==> src/rtl/spi_pkg.sv <==
// Shared SPI definitions: mode bit positions, word-length encoding and FSM states.
// Used by both the SPI master core and the SPI slave.
package spi_pkg;

  localparam int SPI_DATA_W = 32;
  localparam int CPOL_BIT   = 1;
  localparam int CPHA_BIT   = 0;

  typedef enum logic [1:0] {
    WL_8  = 2'b00,
    WL_16 = 2'b01,
    WL_24 = 2'b10,
    WL_32 = 2'b11
  } word_len_e;

  typedef enum logic {
    ST_IDLE   = 1'b0,
    ST_ACTIVE = 1'b1
  } spi_state_e;

  // Number of bits per word for a word_len code: 8, 16, 24 or 32.
  function automatic logic [5:0] word_bits(input logic [1:0] wl);
    return {1'b0, wl, 3'b000} + 6'd8;
  endfunction

endpackage

==> src/rtl/spi_sync_edge.sv <==
// Multi-stage synchronizer for one asynchronous input, with a history flop
// providing single-cycle rise/fall strobes on the synchronized level.
module spi_sync_edge #(
  parameter int   SYNC_STAGES = 2,
  parameter logic RESET_VAL   = 1'b0
) (
  input  logic clk,
  input  logic rst_n,
  input  logic din,
  output logic level,
  output logic rise,
  output logic fall
);

  logic [SYNC_STAGES-1:0] sync_q;
  logic                   hist_q;

  always_ff @(posedge clk or negedge rst_n) begin
    if (!rst_n) begin
      sync_q <= {SYNC_STAGES{RESET_VAL}};
      hist_q <= RESET_VAL;
    end else begin
      sync_q <= (sync_q << 1) | SYNC_STAGES'(din);
      hist_q <= sync_q[SYNC_STAGES-1];
    end
  end

  assign level = sync_q[SYNC_STAGES-1];
  assign rise  = level & ~hist_q;
  assign fall  = ~level & hist_q;

endmodule

==> src/rtl/spi_slave.sv <==
// SPI slave: oversamples SCLK/CS/MOSI in the GCLK domain, deserializes MOSI words
// and serializes tx words onto MISO MSB first, with back-to-back words per CS.
module spi_slave
  import spi_pkg::*;
#(
  parameter int DATA_W      = SPI_DATA_W,
  parameter int SYNC_STAGES = 2
) (
  input  logic              GCLK,
  input  logic              RST_N,
  input  logic [1:0]        spi_mode_i,
  input  logic [1:0]        word_len_i,
  input  logic [DATA_W-1:0] tx_data_i,
  output logic              tx_load_o,
  output logic [DATA_W-1:0] rx_data_o,
  output logic              rx_valid_o,
  output logic              busy_o,
  output logic              frame_err_o,
  input  logic              SCLK_i,
  input  logic              CS_i,
  input  logic              MOSI_i,
  output logic              MISO_o,
  output logic              MISO_oe_o
);

  logic sclk_lvl_unused, sclk_rise, sclk_fall;
  logic cs_lvl_unused, cs_rise, cs_fall;
  logic mosi_lvl, mosi_rise_unused, mosi_fall_unused;

  spi_sync_edge #(.SYNC_STAGES(SYNC_STAGES), .RESET_VAL(1'b0)) u_sclk (
    .clk(GCLK), .rst_n(RST_N), .din(SCLK_i),
    .level(sclk_lvl_unused), .rise(sclk_rise), .fall(sclk_fall));
  spi_sync_edge #(.SYNC_STAGES(SYNC_STAGES), .RESET_VAL(1'b1)) u_cs (
    .clk(GCLK), .rst_n(RST_N), .din(CS_i),
    .level(cs_lvl_unused), .rise(cs_rise), .fall(cs_fall));
  spi_sync_edge #(.SYNC_STAGES(SYNC_STAGES), .RESET_VAL(1'b0)) u_mosi (
    .clk(GCLK), .rst_n(RST_N), .din(MOSI_i),
    .level(mosi_lvl), .rise(mosi_rise_unused), .fall(mosi_fall_unused));

  spi_state_e        state;
  logic              cpol, cpha, reload_pend;
  logic [1:0]        wl;
  logic [5:0]        bit_cnt, cnt_next, nbits;
  logic [4:0]        msb;
  logic [DATA_W-1:0] tx_shift, rx_shift, rx_next;
  logic              active, lead_edge, trail_edge, sample_edge, shift_edge;
  logic              word_full, load_now, shift_now;

  function automatic logic [DATA_W-1:0] len_mask(input logic [5:0] n);
    len_mask = '0;
    for (int i = 0; i < DATA_W; i++) begin
      if (i < int'(n)) len_mask[i] = 1'b1;
    end
  endfunction

  assign nbits = word_bits(wl);
  assign msb   = {wl, 3'b111};

  always_comb begin
    active      = (state == ST_ACTIVE);
    lead_edge   = cpol ? sclk_fall : sclk_rise;
    trail_edge  = cpol ? sclk_rise : sclk_fall;
    sample_edge = active & (cpha ? trail_edge : lead_edge);
    shift_edge  = active & (cpha ? lead_edge : trail_edge);
    cnt_next    = bit_cnt + 6'(sample_edge);
    rx_next     = sample_edge ? {rx_shift[DATA_W-2:0], mosi_lvl} : rx_shift;
    word_full   = active & (bit_cnt == nbits);
    // CPHA=0 reloads on the trailing edge after a word, in place of the shift
    load_now    = ((state == ST_IDLE) & cs_fall)
                | (word_full & cpha & ~cs_rise)
                | (shift_edge & ~cpha & reload_pend & ~cs_rise);
    shift_now   = shift_edge & ~cs_rise & ~(~cpha & reload_pend);
  end

  // datapath shifters
  always_ff @(posedge GCLK) begin
    if (load_now)       tx_shift <= tx_data_i;
    else if (shift_now) tx_shift <= tx_shift << 1;
    if (sample_edge)    rx_shift <= rx_next;
  end

  // control FSM and registered outputs
  always_ff @(posedge GCLK or negedge RST_N) begin
    if (!RST_N) begin
      state       <= ST_IDLE;
      cpol        <= 1'b0;
      cpha        <= 1'b0;
      wl          <= 2'b00;
      bit_cnt     <= '0;
      reload_pend <= 1'b0;
      tx_load_o   <= 1'b0;
      rx_data_o   <= '0;
      rx_valid_o  <= 1'b0;
      busy_o      <= 1'b0;
      frame_err_o <= 1'b0;
      MISO_o      <= 1'b0;
      MISO_oe_o   <= 1'b0;
    end else begin
      tx_load_o   <= load_now;
      rx_valid_o  <= 1'b0;
      frame_err_o <= 1'b0;
      case (state)
        ST_IDLE: begin
          if (cs_fall) begin
            state       <= ST_ACTIVE;
            cpol        <= spi_mode_i[CPOL_BIT];
            cpha        <= spi_mode_i[CPHA_BIT];
            wl          <= word_len_i;
            bit_cnt     <= '0;
            reload_pend <= 1'b0;
            busy_o      <= 1'b1;
            MISO_oe_o   <= 1'b1;
            MISO_o      <= spi_mode_i[CPHA_BIT] ? 1'b0 : tx_data_i[{word_len_i, 3'b111}];
          end
        end
        ST_ACTIVE: begin
          if (cs_rise) begin
            state       <= ST_IDLE;
            busy_o      <= 1'b0;
            MISO_oe_o   <= 1'b0;
            MISO_o      <= 1'b0;
            bit_cnt     <= '0;
            reload_pend <= 1'b0;
            // a sample landing with CS rise still completes the word
            if (cnt_next == nbits) begin
              rx_data_o  <= rx_next & len_mask(nbits);
              rx_valid_o <= 1'b1;
            end else if (cnt_next != '0) begin
              frame_err_o <= 1'b1;
            end
          end else begin
            bit_cnt <= cnt_next;
            if (word_full) begin
              rx_data_o   <= rx_shift & len_mask(nbits);
              rx_valid_o  <= 1'b1;
              bit_cnt     <= '0;
              reload_pend <= ~cpha;
            end
            if (shift_edge) begin
              if (cpha) begin
                MISO_o <= tx_shift[msb];
              end else if (reload_pend) begin
                MISO_o      <= tx_data_i[msb];
                reload_pend <= 1'b0;
              end else begin
                MISO_o <= tx_shift[msb - 5'd1];
              end
            end
          end
        end
        default: state <= ST_IDLE;
      endcase
    end
  end

endmodule

==> config.mk <==
export PLATFORM = sky130hd
export DESIGN_NAME = spi_slave
export DESIGN_NICKNAME = d
export VERILOG_FILES = /design/src/rtl/spi_pkg.sv /design/src/rtl/spi_sync_edge.sv /design/src/rtl/spi_slave.sv
export SDC_FILE = /design/constraint.sdc
export NUM_CORES = 1
export LEC_CHECK = 0
export ABC_CLOCK_PERIOD_IN_PS = 3750
export BUFFER_PORTS_ARGS = -buffer_cell sky130_fd_sc_hd__buf_2
export CAP_MARGIN = 20
export CORE_ASPECT_RATIO = 0.75
export CORE_MARGIN = 3
export CORE_UTILIZATION = 37
export DETAILED_ROUTE_END_ITERATION = 10
export PLACE_DENSITY = 0.62
export SKIP_CTS_REPAIR_TIMING = 1
export SYNTH_ARGS = -nofsm -noshare
export SYNTH_HDL_FRONTEND = slang
export SYNTH_SLANG_ARGS = --single-unit
==> constraint.sdc <==
create_clock -name GCLK -period 3.75 [get_ports GCLK]
set_clock_uncertainty 0.05 [all_clocks]
set_input_delay 0.1875 -clock GCLK [delete_from_list [all_inputs] [get_ports GCLK]]
set_output_delay 0.1875 -clock GCLK [all_outputs]
set_load 0.05 [all_outputs]
[Word level (Yosys, flattened, before mapping)]
Index checks and enable logic that the tools add are counted.
Word-level totals
  register bits: 121
  bits in latches: 0
  memory bits (writable): 0
  bits in read-only memories: 0
  input port bits: 41
  output and inout bits: 38
  word-level logic and storage cells: 375
  memories: 0
Cells by class
  add/sub/neg operators: 3
  multiply operators: 0
  div/mod/pow operators: 0
  $lt $le $gt $ge: 35
  equality and inequality tests: 6
  shift-type cells: 0
  multiplexer cells: 274
  bitwise logic cells: 31
  reductions and logical operators: 7
Operators with widths (number)
  $mux 1: 256
  $mux 32: 6
  $lt 5x6->1 const A: 16
  $and 32x32->32: 2
  $lt 4x6->1 const A: 8
  $lt 3x6->1 const A: 4
  $lt 5x6->1 const B: 3
  $mux 6: 3
  $and 1x1->1: 16
  $eq 6x6->1: 2
  $lt 1x6->1 const A: 2
  $lt 2x6->1 const A: 2
  $pmux 6 s2: 1
  $not 1->1: 8
  $pmux 1 s2: 4
  $add 5x4->6 const B: 1
  $add 6x1->6: 1
  $bmux 1 s2: 3
  $or 2x1->2: 3
  $reduce_and 2->1: 3
  $reduce_bool 6->1: 1
  $bmux 1 s5: 1
  $sub 5x1->5 const B: 1
  $ne 2x2->1 const B: 2
  5 further kinds: 7

[Depth between registers and ports, before layout]
  depth after elaboration: 13
  gate-level depth with buffers: 13
  depth with buffers taken out: 11

[Modules after synthesis]
Synthesis repeated with hierarchy kept, for this count alone.
Unflattened totals
  cells, all modules: 454
  area, all modules: 6109.6 sq um
Modules (own cells, without submodules)
  spi_slave: instances 1, cells an instance 439, area an instance 5835.6 sq um, seq. area each 3148.0 sq um
  spi_sync_edge at u_mosi ...: instances 2, cells an instance 5, area an instance 90.1 sq um, seq. area each 75.1 sq um
  spi_sync_edge at u_cs: instances 1, cells an instance 5, area an instance 93.8 sq um, seq. area each 78.8 sq um

[Worst setup path after synthesis]
No wires, ideal clock.
  path kind: reg2reg
  start: reg cpha
  end: reg rx_data_o[26]
  library setup time: 0.128 ns
  arrival time: 3.896 ns
  data required time: 3.572 ns
  setup slack: -0.323 ns
  stages on the path, launching flop included: 14
  path buffers: 2
  clock period less this slack: 4.073 ns
  cell sequence: dfrtp_1 > xor2_1 > mux2i_1 > nand2_1 > buf_4 > inv_1 > ha_1 > ha_1 > nand3_1 > xnor2_1 > a211oi_2 > a22oi_4 > buf_6 > mux2_1
On the way
  cells in the longest elaborated chain, start to end: 6
  elaborated cells between the ends (all ways): 10
  those cells by class: add/sub: 1; eq/ne: 2; mux: 4; bitwise: 2; reduce/logical: 1
RTL lines
  start, declared: line spi_slave.sv:41  | logic cpol, cpha, reload_pend;
  start signal, assigned: line spi_slave.sv:107  | cpha <= spi_mode_i[CPHA_BIT];
  $mux 1 (*): line spi_slave.sv:63  | sample_edge = active & (cpha ? trail_edge : lead_edge);
  $and 1x1->1 (*): line spi_slave.sv:63
  $add 6x1->6 or $mux 32 (tied branches): line spi_slave.sv:65, spi_slave.sv:66
  $eq 6x6->1 or $and 32x32->32 (tied branches): line spi_slave.sv:125, spi_slave.sv:126
  $ne 2x1->1 (no line) or $mux 32 (tied branches)
  $reduce_and 3->1 (no line) or $mux 32 (tied branches)
  end signal, assigned: line spi_slave.sv:126  | rx_data_o <= rx_next & len_mask(nbits);
  end signal, assigned: line spi_slave.sv:134  | rx_data_o <= rx_shift & len_mask(nbits);
  end, declared: line spi_slave.sv:15  | output logic [DATA_W-1:0] rx_data_o,
Every way passes the cells marked *; elsewhere a longest branch is shown, timed or not. The select of a mux whose other input is x is not followed.
A chain may end at the register's enable or synchronous reset.

[Worst setup path in the final report]
Same ends and word-level chain as after synthesis.

==> out/metrics.csv <==
stage,metric,value,unit
status,status,"complete, but fails checks",
status,failing checks,hold timing,
yosys,Most used DFF post-synth,edfxtp_1,
global_route,grt ovf,0,
global_route,initial antenna violation count,0,
detailed_routing,DRC,0,
setup_path,CP Class,reg2reg,
place,RD Place Congestion,0.779,
global_route,largest net degree at the start of global routing,58,
place,Port-buffer cells,78,
clock_tree,H-tree Lvls,4,
setup_path,critical path arrival,3.46,ns
floorplanning,CORE AREA,16200,um^2
yosys,"top cells by area, synth","edfxtp_1, dfrtp_1, mux2_4",
timing,final setup fails,0,
setup_path,Slowest cell on crit path,dfrtp_1,
yosys,synthesized flop and latch total,121,
pwr,PwrDens,696,nW/um^2
clock_tree,total CTS buffers,17,
timing,Slew @ Worst Pin,1.05,ns
floorplanning,I/O pins,79,
setup_path,startpoint type of the worst setup path,register,
detailed_routing,Avg WL per Cell,17.2,um
pwr,VDD IR max,420,uV
final_layout,fillcell total,1488,
floorplanning,Die Height,118,um
detailed_routing,DR vias/cell,5.24,
yosys,"Net Count, Synth",496,
job,Max Cap Viol,0,
place,DP HPWL,8210,um
yosys,synthesized area per cell,13.7,um^2
place,Area after DPL,6710,um^2
global_route,global-route wire length before repair,21400,um
setup_path,most used cell along the critical path,ha_1,
final_layout,cell area after layout,7340,um^2
timing,number of hold violations in the final report,2,
pwr,LEAKAGE,2.96,nW
yosys,Mapped Area,6170,um^2
setup_path,Critical Path End Type,register,
clock_tree,CTS max path bufs,2,
timing,relative slew slack,30.1,%
yosys,Synth area leader,edfxtp_1,
yosys,Synth async-reset ratio,47.1,%
floorplanning,Die Wd,155,um
timing,unrepaired setup endpoints after global routing,false,
yosys,post-synthesis sequential area ratio,54.4,%
detailed_routing,Initial DRC Count,269,
yosys,yosys warns,0,
timing,max-slew violation count,0,
clock_tree,CTS sink count,121,
pwr,overall power,5.11,mW
yosys,post-synthesis cell type count,51,
yosys,Mapped Cells,449,
clock_tree,root buffer cell,clkbuf_16,
setup_path,crit-path max FO,33,
final_layout,layout cells sized above 1,43.1,%
setup_path,Top delay family on crit path,multiplexers,
floorplanning,Row Count,40,
global_route,Tot GR Track Use,14.7,%
detailed_routing,1st-pass router iterations,4,
timing,setup TNS,0,ns
detailed_routing,Routed Wire Length,12900,um
timing,min cycle time layout,3.21,ns
detailed_routing,Post-DRT Antenna Nets,0,
setup_path,CP Buf/Inv Count,2,
yosys,Synth top area share,31.2,%
detailed_routing,detailed-route via count,3934,
clock_tree,CTS tree,yes,
final_layout,P&R area growth vs syn,19.0,%
timing,fmax,0.311,GHz
global_route,number of global-route vias before repair,4037,
yosys,number of flops mapped to enable cells by yosys,64,
timing,Min Hold Slack,-0.0117,ns
floorplanning,Starting Density,38.1,%
clock_tree,clk_lat worst skew,0.41,ns
hold_path,Worst Hold Class,in2reg,
floorplanning,die area,18300,um^2
final_layout,Ant. Diodes,0,
setup_path,list of cells traversed by the critical path,xor2_2 -> mux2i_2 -> nand2_1 -> clkinvlp_4 -> ha_1 -> ha_1 -> nand3_1 -> xnor2_1 -> a211oi_2 -> a22oi_4 -> buf_12 -> mux2_1,
timing,Final Cycle Share,85.7,%
setup_path,Worst path max stage delay,0.53,ns
setup_path,worst endpoint required time,3.99,ns
clock_tree,"Reg clk slew, reported paths",0.05,ns
final_layout,Final #Nets,575,
[layout make-up]
| type | instances | area (um^2) | share of cell area [%] |
|---|---|---|---|
| clock buffers | 26 | 531 | 7.23 |
| clock inverters | 6 | 36.3 | 0.495 |
| inverters | 4 | 18.8 | 0.256 |
| multi-input cells | 292 | 2600 | 35.5 |
| flip-flops and latches | 121 | 3350 | 45.7 |
| well taps | 210 | 263 | 3.58 |
| repair buffers | 92 | 536 | 7.30 |
[worst reg2reg max path, stage by stage, from the launching register on]
cell and delay (ns):
dfrtp_1 0.53, xor2_2 0.28, mux2i_2 0.27, nand2_1 0.13, clkinvlp_4 0.12, ha_1 0.14, ha_1 0.26, nand3_1 0.19
xnor2_1 0.18, a211oi_2 0.28, a22oi_4 0.09, buf_12 0.20, mux2_1 0.37
[cell usage in the layout, fill, tap and decap left out, types with 4 or more instances in the layout]
cell type and instances:
buf_2 78, edfxtp_1 64, dfrtp_1 54, mux2_4 53
o21ai_0 43, mux2_2 41, nand3_1 35, a21oi_1 29
clkbuf_16 18, nand2_1 9, nor2_1 9, a21boi_0 8
nand2b_1 6, dlygate4sd3_1 6, buf_4 6, ha_1 5
clkbuf_8 5, xnor2_1 4, mux2_1 4, clkinv_2 4
[report_power, final]
group	switching, mW	leakage (nW)	internal, mW	total (mW)
registers	0.166	1.25	1.70	1.87
logic	1.09	1.44	0.616	1.71
clock network	0.565	0.281	0.969	1.53
[cells in the mapped netlist (4+ instances only)]
| cell | number |
|---|---|
| xnor2_1 | 4 |
| nand3_1 | 35 |
| mux2i_1 | 4 |
| mux2_4 | 53 |
| o21ai_0 | 44 |
| nor2_1 | 9 |
| ha_1 | 6 |
| mux2_1 | 4 |
| nand2_1 | 9 |
| buf_4 | 7 |
| dfrtp_1 | 54 |
| edfxtp_1 | 64 |
| inv_1 | 4 |
| nand2b_1 | 6 |
| a21boi_0 | 8 |
| a21oi_1 | 29 |
| mux2_2 | 41 |
| clkbuf_1 | 12 |
[registers in the layout, summed over array words and instances, names as in the netlist, 2 cells and up]
signal,cells
rx_data_o,32
rx_shift,32
tx_shift,32
bit_cnt,6
u_cs.sync_q,2
u_mosi.sync_q,2
u_sclk.sync_q,2
wl,2
[worst paths after layout]
check / from / endpoint / slack (ns) / cells after the start
max reg2reg: cpha / rx_data_o[26] / 0.54 / 12
max in group asynchronous: RST_N / rx_data_o[25] / 2.73 / 3
min: word_len_i[1] / wl[1] / -0.01 / 3
max: cpha / rx_data_o[26] / 0.54 / 12
min reg2reg: u_sclk.sync_q[0] / u_sclk.sync_q[1] / 0.30 / 0
min in group asynchronous: RST_N / rx_data_o[13] / 0.42 / 3
[routing by layer]
metal	share of wire [%]	track usage [%]	vias to the layer above
met5	0	0	-
met3	5.2	4.30	8
met2	47	22.1	107
met4	0.86	3.70	0
met1	47	21.0	1986
li1	-	-	1833
[cells by family (layout without fill, tap and decap cells)]
group,after synthesis,after routing,share of synthesized area (%)
DFF,121,121,54.4
muxes,105,105,22.9
AOI/OAI and AO/OA,96,96,9.70
and+or+nand+nor,77,77,6.74
buffers and inverters,36,128,3.86
xor gates and xnor gates,8,8,1.26
adders and majority gates,6,6,1.22
[metrics by stage]
stage               std cells  setup slack (ns)  util (%)
finish                    751             0.536      45.4
global route              751             0.390      45.4
CTS                       745             0.566      45.0
detailed placement        713             0.579      41.5
global placement          713             0.689      41.5
floorplan                 449            0.0337         -
Note: power is estimated with default switching activity, not from simulation.
